## src/rtl/ami_warb.sv

```systemverilog
// Round-robin arbiter sharing one AXI write port (AW/W/B) among NR requesters.
// AW is granted and registered; W follows grant order via an order FIFO; B is routed by upper ID bits.
module ami_warb #(
  parameter int NR     = 4,
  parameter int AXI_DW = 128,
  parameter int AXI_AW = 32,
  parameter int AXI_IW = 8,
  parameter int AXI_LW = 8,
  parameter int AXI_SW = 3,
  parameter int OQ_D   = 4,
  localparam int PW    = $clog2(NR),
  localparam int RIW   = AXI_IW - PW,
  localparam int SB    = AXI_DW / 8
) (
  input  logic                   usr_clk,
  input  logic                   usr_reset_n,
  input  logic [NR*RIW-1:0]      s_awid,
  input  logic [NR*AXI_AW-1:0]   s_awaddr,
  input  logic [NR*AXI_LW-1:0]   s_awlen,
  input  logic [NR*AXI_SW-1:0]   s_awsize,
  input  logic [NR*2-1:0]        s_awburst,
  input  logic [NR-1:0]          s_awvalid,
  output logic [NR-1:0]          s_awready,
  input  logic [NR*AXI_DW-1:0]   s_wdata,
  input  logic [NR*SB-1:0]       s_wstrb,
  input  logic [NR-1:0]          s_wlast,
  input  logic [NR-1:0]          s_wvalid,
  output logic [NR-1:0]          s_wready,
  output logic [RIW-1:0]         s_bid,
  output logic [1:0]             s_bresp,
  output logic [NR-1:0]          s_bvalid,
  input  logic [NR-1:0]          s_bready,
  output logic [AXI_IW-1:0]      m_awid,
  output logic [AXI_AW-1:0]      m_awaddr,
  output logic [AXI_LW-1:0]      m_awlen,
  output logic [AXI_SW-1:0]      m_awsize,
  output logic [1:0]             m_awburst,
  output logic                   m_awvalid,
  input  logic                   m_awready,
  output logic [AXI_DW-1:0]      m_wdata,
  output logic [SB-1:0]          m_wstrb,
  output logic                   m_wlast,
  output logic                   m_wvalid,
  input  logic                   m_wready,
  input  logic [AXI_IW-1:0]      m_bid,
  input  logic [1:0]             m_bresp,
  input  logic                   m_bvalid,
  output logic                   m_bready
);

  // Handshakes: a transfer happens on any rising clock edge where valid and ready are both high;
  // valid never waits on ready, and payload stays stable while valid is high and ready is low.

  localparam int QW = $clog2(OQ_D);

  typedef enum logic {AW_IDLE = 1'b0, AW_BUSY = 1'b1} aw_state_e;

  aw_state_e         aw_state_q, aw_state_d;
  logic [PW-1:0]     rr_q, rr_d;
  logic [PW-1:0]     win_q, win_d;
  logic [AXI_IW-1:0] m_awid_q, m_awid_d;
  logic [AXI_AW-1:0] m_awaddr_q, m_awaddr_d;
  logic [AXI_LW-1:0] m_awlen_q, m_awlen_d;
  logic [AXI_SW-1:0] m_awsize_q, m_awsize_d;
  logic [1:0]        m_awburst_q, m_awburst_d;
  logic              m_awvalid_q, m_awvalid_d;

  logic [PW-1:0]     oq_mem_q [OQ_D];
  logic [QW-1:0]     oq_wr_q, oq_wr_d, oq_rd_q, oq_rd_d;
  logic [QW:0]       oq_cnt_q, oq_cnt_d;

  logic              gnt_found, aw_go, oq_full, oq_empty, w_pop, b_legal;
  logic [PW-1:0]     gnt_idx, head_idx, b_idx;

  // Scan from the RR pointer upward with wrap; iterating downward lets the nearest requester win.
  always_comb begin
    gnt_found = 1'b0;
    gnt_idx   = '0;
    for (int k = NR - 1; k >= 0; k--) begin
      if (s_awvalid[(int'(rr_q) + k) % NR]) begin
        gnt_found = 1'b1;
        gnt_idx   = PW'((int'(rr_q) + k) % NR);
      end
    end
  end

  assign oq_full   = (oq_cnt_q == (QW+1)'(OQ_D));
  assign oq_empty  = (oq_cnt_q == '0);
  assign aw_go     = (aw_state_q == AW_IDLE) && gnt_found && !oq_full;
  assign s_awready = aw_go ? (NR'(1) << gnt_idx) : '0;

  always_comb begin
    aw_state_d  = aw_state_q;
    rr_d        = rr_q;
    win_d       = win_q;
    m_awid_d    = m_awid_q;
    m_awaddr_d  = m_awaddr_q;
    m_awlen_d   = m_awlen_q;
    m_awsize_d  = m_awsize_q;
    m_awburst_d = m_awburst_q;
    case (aw_state_q)
      AW_IDLE: begin
        if (aw_go) begin
          aw_state_d  = AW_BUSY;
          win_d       = gnt_idx;
          m_awid_d    = {gnt_idx, s_awid[gnt_idx*RIW +: RIW]};
          m_awaddr_d  = s_awaddr[gnt_idx*AXI_AW +: AXI_AW];
          m_awlen_d   = s_awlen[gnt_idx*AXI_LW +: AXI_LW];
          m_awsize_d  = s_awsize[gnt_idx*AXI_SW +: AXI_SW];
          m_awburst_d = s_awburst[gnt_idx*2 +: 2];
        end
      end
      AW_BUSY: begin
        if (m_awready) begin
          aw_state_d = AW_IDLE;
          rr_d       = (win_q == PW'(NR - 1)) ? '0 : win_q + 1'b1;
        end
      end
      default: aw_state_d = AW_IDLE;
    endcase
    m_awvalid_d = (aw_state_d == AW_BUSY);
  end

  always_ff @(posedge usr_clk or negedge usr_reset_n) begin
    if (!usr_reset_n) begin
      aw_state_q  <= AW_IDLE;
      rr_q        <= '0;
      win_q       <= '0;
      m_awid_q    <= '0;
      m_awaddr_q  <= '0;
      m_awlen_q   <= '0;
      m_awsize_q  <= '0;
      m_awburst_q <= '0;
      m_awvalid_q <= 1'b0;
    end else begin
      aw_state_q  <= aw_state_d;
      rr_q        <= rr_d;
      win_q       <= win_d;
      m_awid_q    <= m_awid_d;
      m_awaddr_q  <= m_awaddr_d;
      m_awlen_q   <= m_awlen_d;
      m_awsize_q  <= m_awsize_d;
      m_awburst_q <= m_awburst_d;
      m_awvalid_q <= m_awvalid_d;
    end
  end

  assign m_awid    = m_awid_q;
  assign m_awaddr  = m_awaddr_q;
  assign m_awlen   = m_awlen_q;
  assign m_awsize  = m_awsize_q;
  assign m_awburst = m_awburst_q;
  assign m_awvalid = m_awvalid_q;

  // Order FIFO of granted requester indices; the head owns the W channel until its wlast.
  always_comb begin
    oq_wr_d  = aw_go ? oq_wr_q + 1'b1 : oq_wr_q;
    oq_rd_d  = w_pop ? oq_rd_q + 1'b1 : oq_rd_q;
    oq_cnt_d = oq_cnt_q;
    case ({aw_go, w_pop})
      2'b10:   oq_cnt_d = oq_cnt_q + 1'b1;
      2'b01:   oq_cnt_d = oq_cnt_q - 1'b1;
      default: oq_cnt_d = oq_cnt_q;
    endcase
  end

  always_ff @(posedge usr_clk or negedge usr_reset_n) begin
    if (!usr_reset_n) begin
      oq_wr_q  <= '0;
      oq_rd_q  <= '0;
      oq_cnt_q <= '0;
      for (int i = 0; i < OQ_D; i++) oq_mem_q[i] <= '0;
    end else begin
      oq_wr_q  <= oq_wr_d;
      oq_rd_q  <= oq_rd_d;
      oq_cnt_q <= oq_cnt_d;
      if (aw_go) oq_mem_q[oq_wr_q] <= gnt_idx;
    end
  end

  assign head_idx = oq_mem_q[oq_rd_q];
  assign m_wdata  = s_wdata[head_idx*AXI_DW +: AXI_DW];
  assign m_wstrb  = s_wstrb[head_idx*SB +: SB];
  assign m_wlast  = s_wlast[head_idx];
  assign m_wvalid = !oq_empty && s_wvalid[head_idx];
  assign s_wready = oq_empty ? '0 : (NR'(m_wready) << head_idx);
  assign w_pop    = m_wvalid && m_wready && m_wlast;

  // An index beyond NR-1 is accepted and dropped so a stray response cannot stall the port.
  assign b_idx    = m_bid[AXI_IW-1:RIW];
  assign b_legal  = ({1'b0, b_idx} < (PW+1)'(NR));
  assign s_bvalid = b_legal ? (NR'(m_bvalid) << b_idx) : '0;
  assign m_bready = b_legal ? s_bready[b_idx] : 1'b1;
  assign s_bid    = m_bid[RIW-1:0];
  assign s_bresp  = m_bresp;

endmodule

```

## config.mk

```make
export PLATFORM = sky130hd
export DESIGN_NAME = ami_warb
export DESIGN_NICKNAME = d
export VERILOG_FILES = /design/src/rtl/ami_warb.sv
export SDC_FILE = /design/constraint.sdc
export NUM_CORES = 1
export LEC_CHECK = 0
export CAP_MARGIN = 15
export CORE_AREA = 2 2 400 402
export CTS_BUF_LIST = sky130_fd_sc_hd__clkbuf_4
export DETAILED_ROUTE_END_ITERATION = 8
export DIE_AREA = 0 0 402 404
export HOLD_SLACK_MARGIN = 0.05
export PLACE_DENSITY = 0.3
export SYNTH_ARGS = -nofsm -noshare
export SYNTH_HDL_FRONTEND = slang
export SYNTH_SLANG_ARGS = --single-unit
```

## constraint.sdc

```tcl
create_clock -name usr_clk -period 5 [get_ports usr_clk]
set_input_delay 1 -clock usr_clk [delete_from_list [all_inputs] [get_ports usr_clk]]
set_output_delay 1 -clock usr_clk [all_outputs]
set_load 0.02 [all_outputs]
```

==> results.toml <==
[pwr]
leakage_nw = 6.938
switching_share = 0.5231
switchingPower_mw = 7.463
comb_power_share = 0.883
p_per_area_mw_per_mm2 = 674.8
clkPwrFrac = 0.038
internal_power_mw = 6.803
seq_power_share = 0.079
ir_drop_mv = 0.4289

[clock_tree]
cts_sinks = 71
clk_latency_ps = 670
path_clk_slew_ps = 190
ctsHtreeMaxLevel = 3
cts-root-buf = "clkbuf_4"
clk_path_buf_depth = 2
numCtsBuffers = 9
cts_tree = "done"

[global_route]
grt_max_degree = 78
grt_usage = 0.1573
grt_pass1_wl_um = 162100
grt_pass1_vias = 13218
overflow = 0
antenna_found_initial = 129

[run_status]
status = "complete, no violations"

[layout]
layout_common_cells = "clkdlybuf4s50_1 (1010), mux4_2 (146), dfrtp_1 (71)"
design_area_mm2 = 0.02114
mostFrequentLayoutCell = "clkdlybuf4s50_1"
area_growth_pct = 157.5
layout-drive-gt1-share = 0.1367
layout.nets = 2518

[timing]
max_freq_mhz = 210.9
finalSetupTns_ps = 0
slew_headroom = 0.3364
rsz0062_at_grt = "false"
finalHoldViolCount = 0
setup_viol = 0
worstMarginPinSlew_ps = 985.0
min_period_ps = 4741
slew_violations = 0
skew_ps = 41.44
post-route-period-util = 0.9482

[die]
initial_utilization = 0.05202
io_pins = 1032
die_area_mm2 = 0.1624
rows = 146
core_area_mm2 = 0.1578
die_h_um = 404
chipWidth_um = 402

[drt]
vias_per_cell = 3.288
wire_per_inst_um = 34.67
drt_iter0_markers = 883
drc_errors = 0
antenna_left = 0
num_vias = 12499
drt-pass1-iter-count = 5
wl_um = 131800

[placement]
hpwlAfterDp_um = 118300
gp_congestion = 0.9413
numPortBuffers = 1015
place_area_mm2 = 0.02084

[synth]
synth_edf_count = 0
synth_cell_types = 46
ys_seq_area_frac = 0.2164
synth_nets = 1550
ys_warn_count = 0
syn_avg_cell_area_um2 = 11.22
yosys_most_used_dff = "dfrtp_1"
async_reset_ff_frac = 1.000
syn_inst = 732
synthesis.area_mm2 = 0.008210
synth-seq-cells = 71

[setup_path]
r2r-start = "oq_rd_q[0]"
rrSetupSlack_ps = 1410
rr_worst_depth = 11
critPathMaxFanout = 7
cp_slowest_stage_delay_ps = 730
crit_path_start_kind = "flop"
critical_path.slowest_cell = "mux4_4"
r2r-end = "oq_cnt_q[2]"
worstPathArrival_ps = 3740
worstSetupPathType = "flop to output pin"
path_cells = "mux4_4 -> buf_12 -> buf_4 -> buf_4 -> mux4_2 -> clkdlybuf4s50_1"
critPathCaptureType = "output pin"
crit_required_ps = 4000
crit_top_cell = "buf_4"

[hold_path]
hold_path_class = "input pin to asynchronous set/reset pin"

[flow_run]
max_cap_violations = 0
[kinds of logic (layout without fill, tap and decap cells)]
kind of cell / after synthesis / after routing / share of synthesized area
compound gates: 215 / 215 / 0.1756
mux: 164 / 165 / 0.4258
simple gates: 163 / 163 / 0.1018
buf+inv: 106 / 1078 / 0.06248
flops: 71 / 71 / 0.2164
fa+ha+maj: 7 / 7 / 0.01158
xor+xnor: 6 / 6 / 0.006400
other cells: 0 / 24 / 0
[repair_timing]
action                                  4_1_cts  5_1_grt
hold endpoints to repair                      0        0
buffers inserted                              5        0
endpoints found under the setup margin       77        0
resized for setup                             1        0
hold buffers                                  0        0
[power groups by stage]
stage               sequential [mW]  combinational (mW)  clock (mW)
floorplan                      1.33                6.19           0
global placement               1.11                12.7           0
detailed placement             1.11                12.7           0
CTS                            1.13                12.9       0.595
global route                   1.17                13.3       0.610
finish                         1.13                12.6       0.540
[Yosys cell counts (all sizes together), types with 6 or more instances]
cell      n  area (µm²)
o21ai    49       245.2
nand2    25       93.84
nor4b    20       175.2
nor2     52       195.2
mux2     12       135.1
a22oi    41       307.8
inv       9       33.78
buf      48       295.3
clkbuf   49       183.9
a21o     41       307.8
dfrtp    71        1777
nand3    41       205.2
ha        6       75.07
mux4    147        3311
o31ai    11       82.58
a211oi   22       165.2
a31oi    41       256.5
[registers in the layout, indices dropped and copies added (netlist names)]
signal / flops
m_awid: 6
m_awsize: 3
win_q: 2
oq_mem_q: 8
m_awaddr: 32
m_awvalid: 1
oq_wr_q: 2
oq_cnt_q: 3
oq_rd_q: 2
rr_q: 2
m_awlen: 8
m_awburst: 2
[routing by layer]
layer	share of wire	global-route usage	wire length (µm)
met5	0.0029	0	377
met4	0.028	0.04373	3654
met3	0.11	0.07113	14740
met2	0.50	0.2767	65300
met1	0.36	0.1691	47690
[worst max-delay path by stage]
stage                            start           end  slack (ps)  depth (start not counted)
after floorplan           s_awvalid[1]  s_awready[3]        1540                          6
after global placement    s_awvalid[3]  s_awready[3]         500                          6
after detailed placement  s_awvalid[3]  s_awready[1]         520                          6
after CTS                   oq_rd_q[0]   m_wdata[87]          90                          5
after global routing        oq_rd_q[0]   m_wdata[95]          40                          5
final                       oq_rd_q[0]   m_wdata[48]         260                          6
[area by class of cell]
type | instances | area (µm²)
Antenna cell | 24 | 60.06
Fill cell | 17977 | 136700
Inverter | 9 | 33.78
Timing Repair Buffer | 1053 | 10510
Clock inverter | 7 | 95.09
Multi-Input combinational cell | 556 | 6007
Sequential cell | 71 | 1777
Clock buffer | 9 | 67.56
Tap cell | 2072 | 2592
[critical path, delay by kind of cell, from the launching register on]
family                 cells  cell delay (ps)
muxes                      2             1270
buffers and inverters      4             1190
DFF                        1              590
[per-stage QoR]
stage | power (mW) | hold slack [ps] | instances | setup WS, ps | util
2_1_floorplan | 7.522 | 473.8 | 732 | 1541 | -
3_5_place_dp | 13.86 | 475.2 | 3755 | 518.1 | 0.1320
4_1_cts | 14.67 | 140.8 | 3777 | 90.09 | 0.1336
5_1_grt | 15.11 | 174.3 | 3791 | 41.69 | 0.1338
6_report | 14.27 | 280.6 | 3801 | 258.8 | 0.1340
3_3_place_gp | 13.80 | 472.8 | 3755 | 501.0 | 0.1320
(Power assumes the default switching activity.)
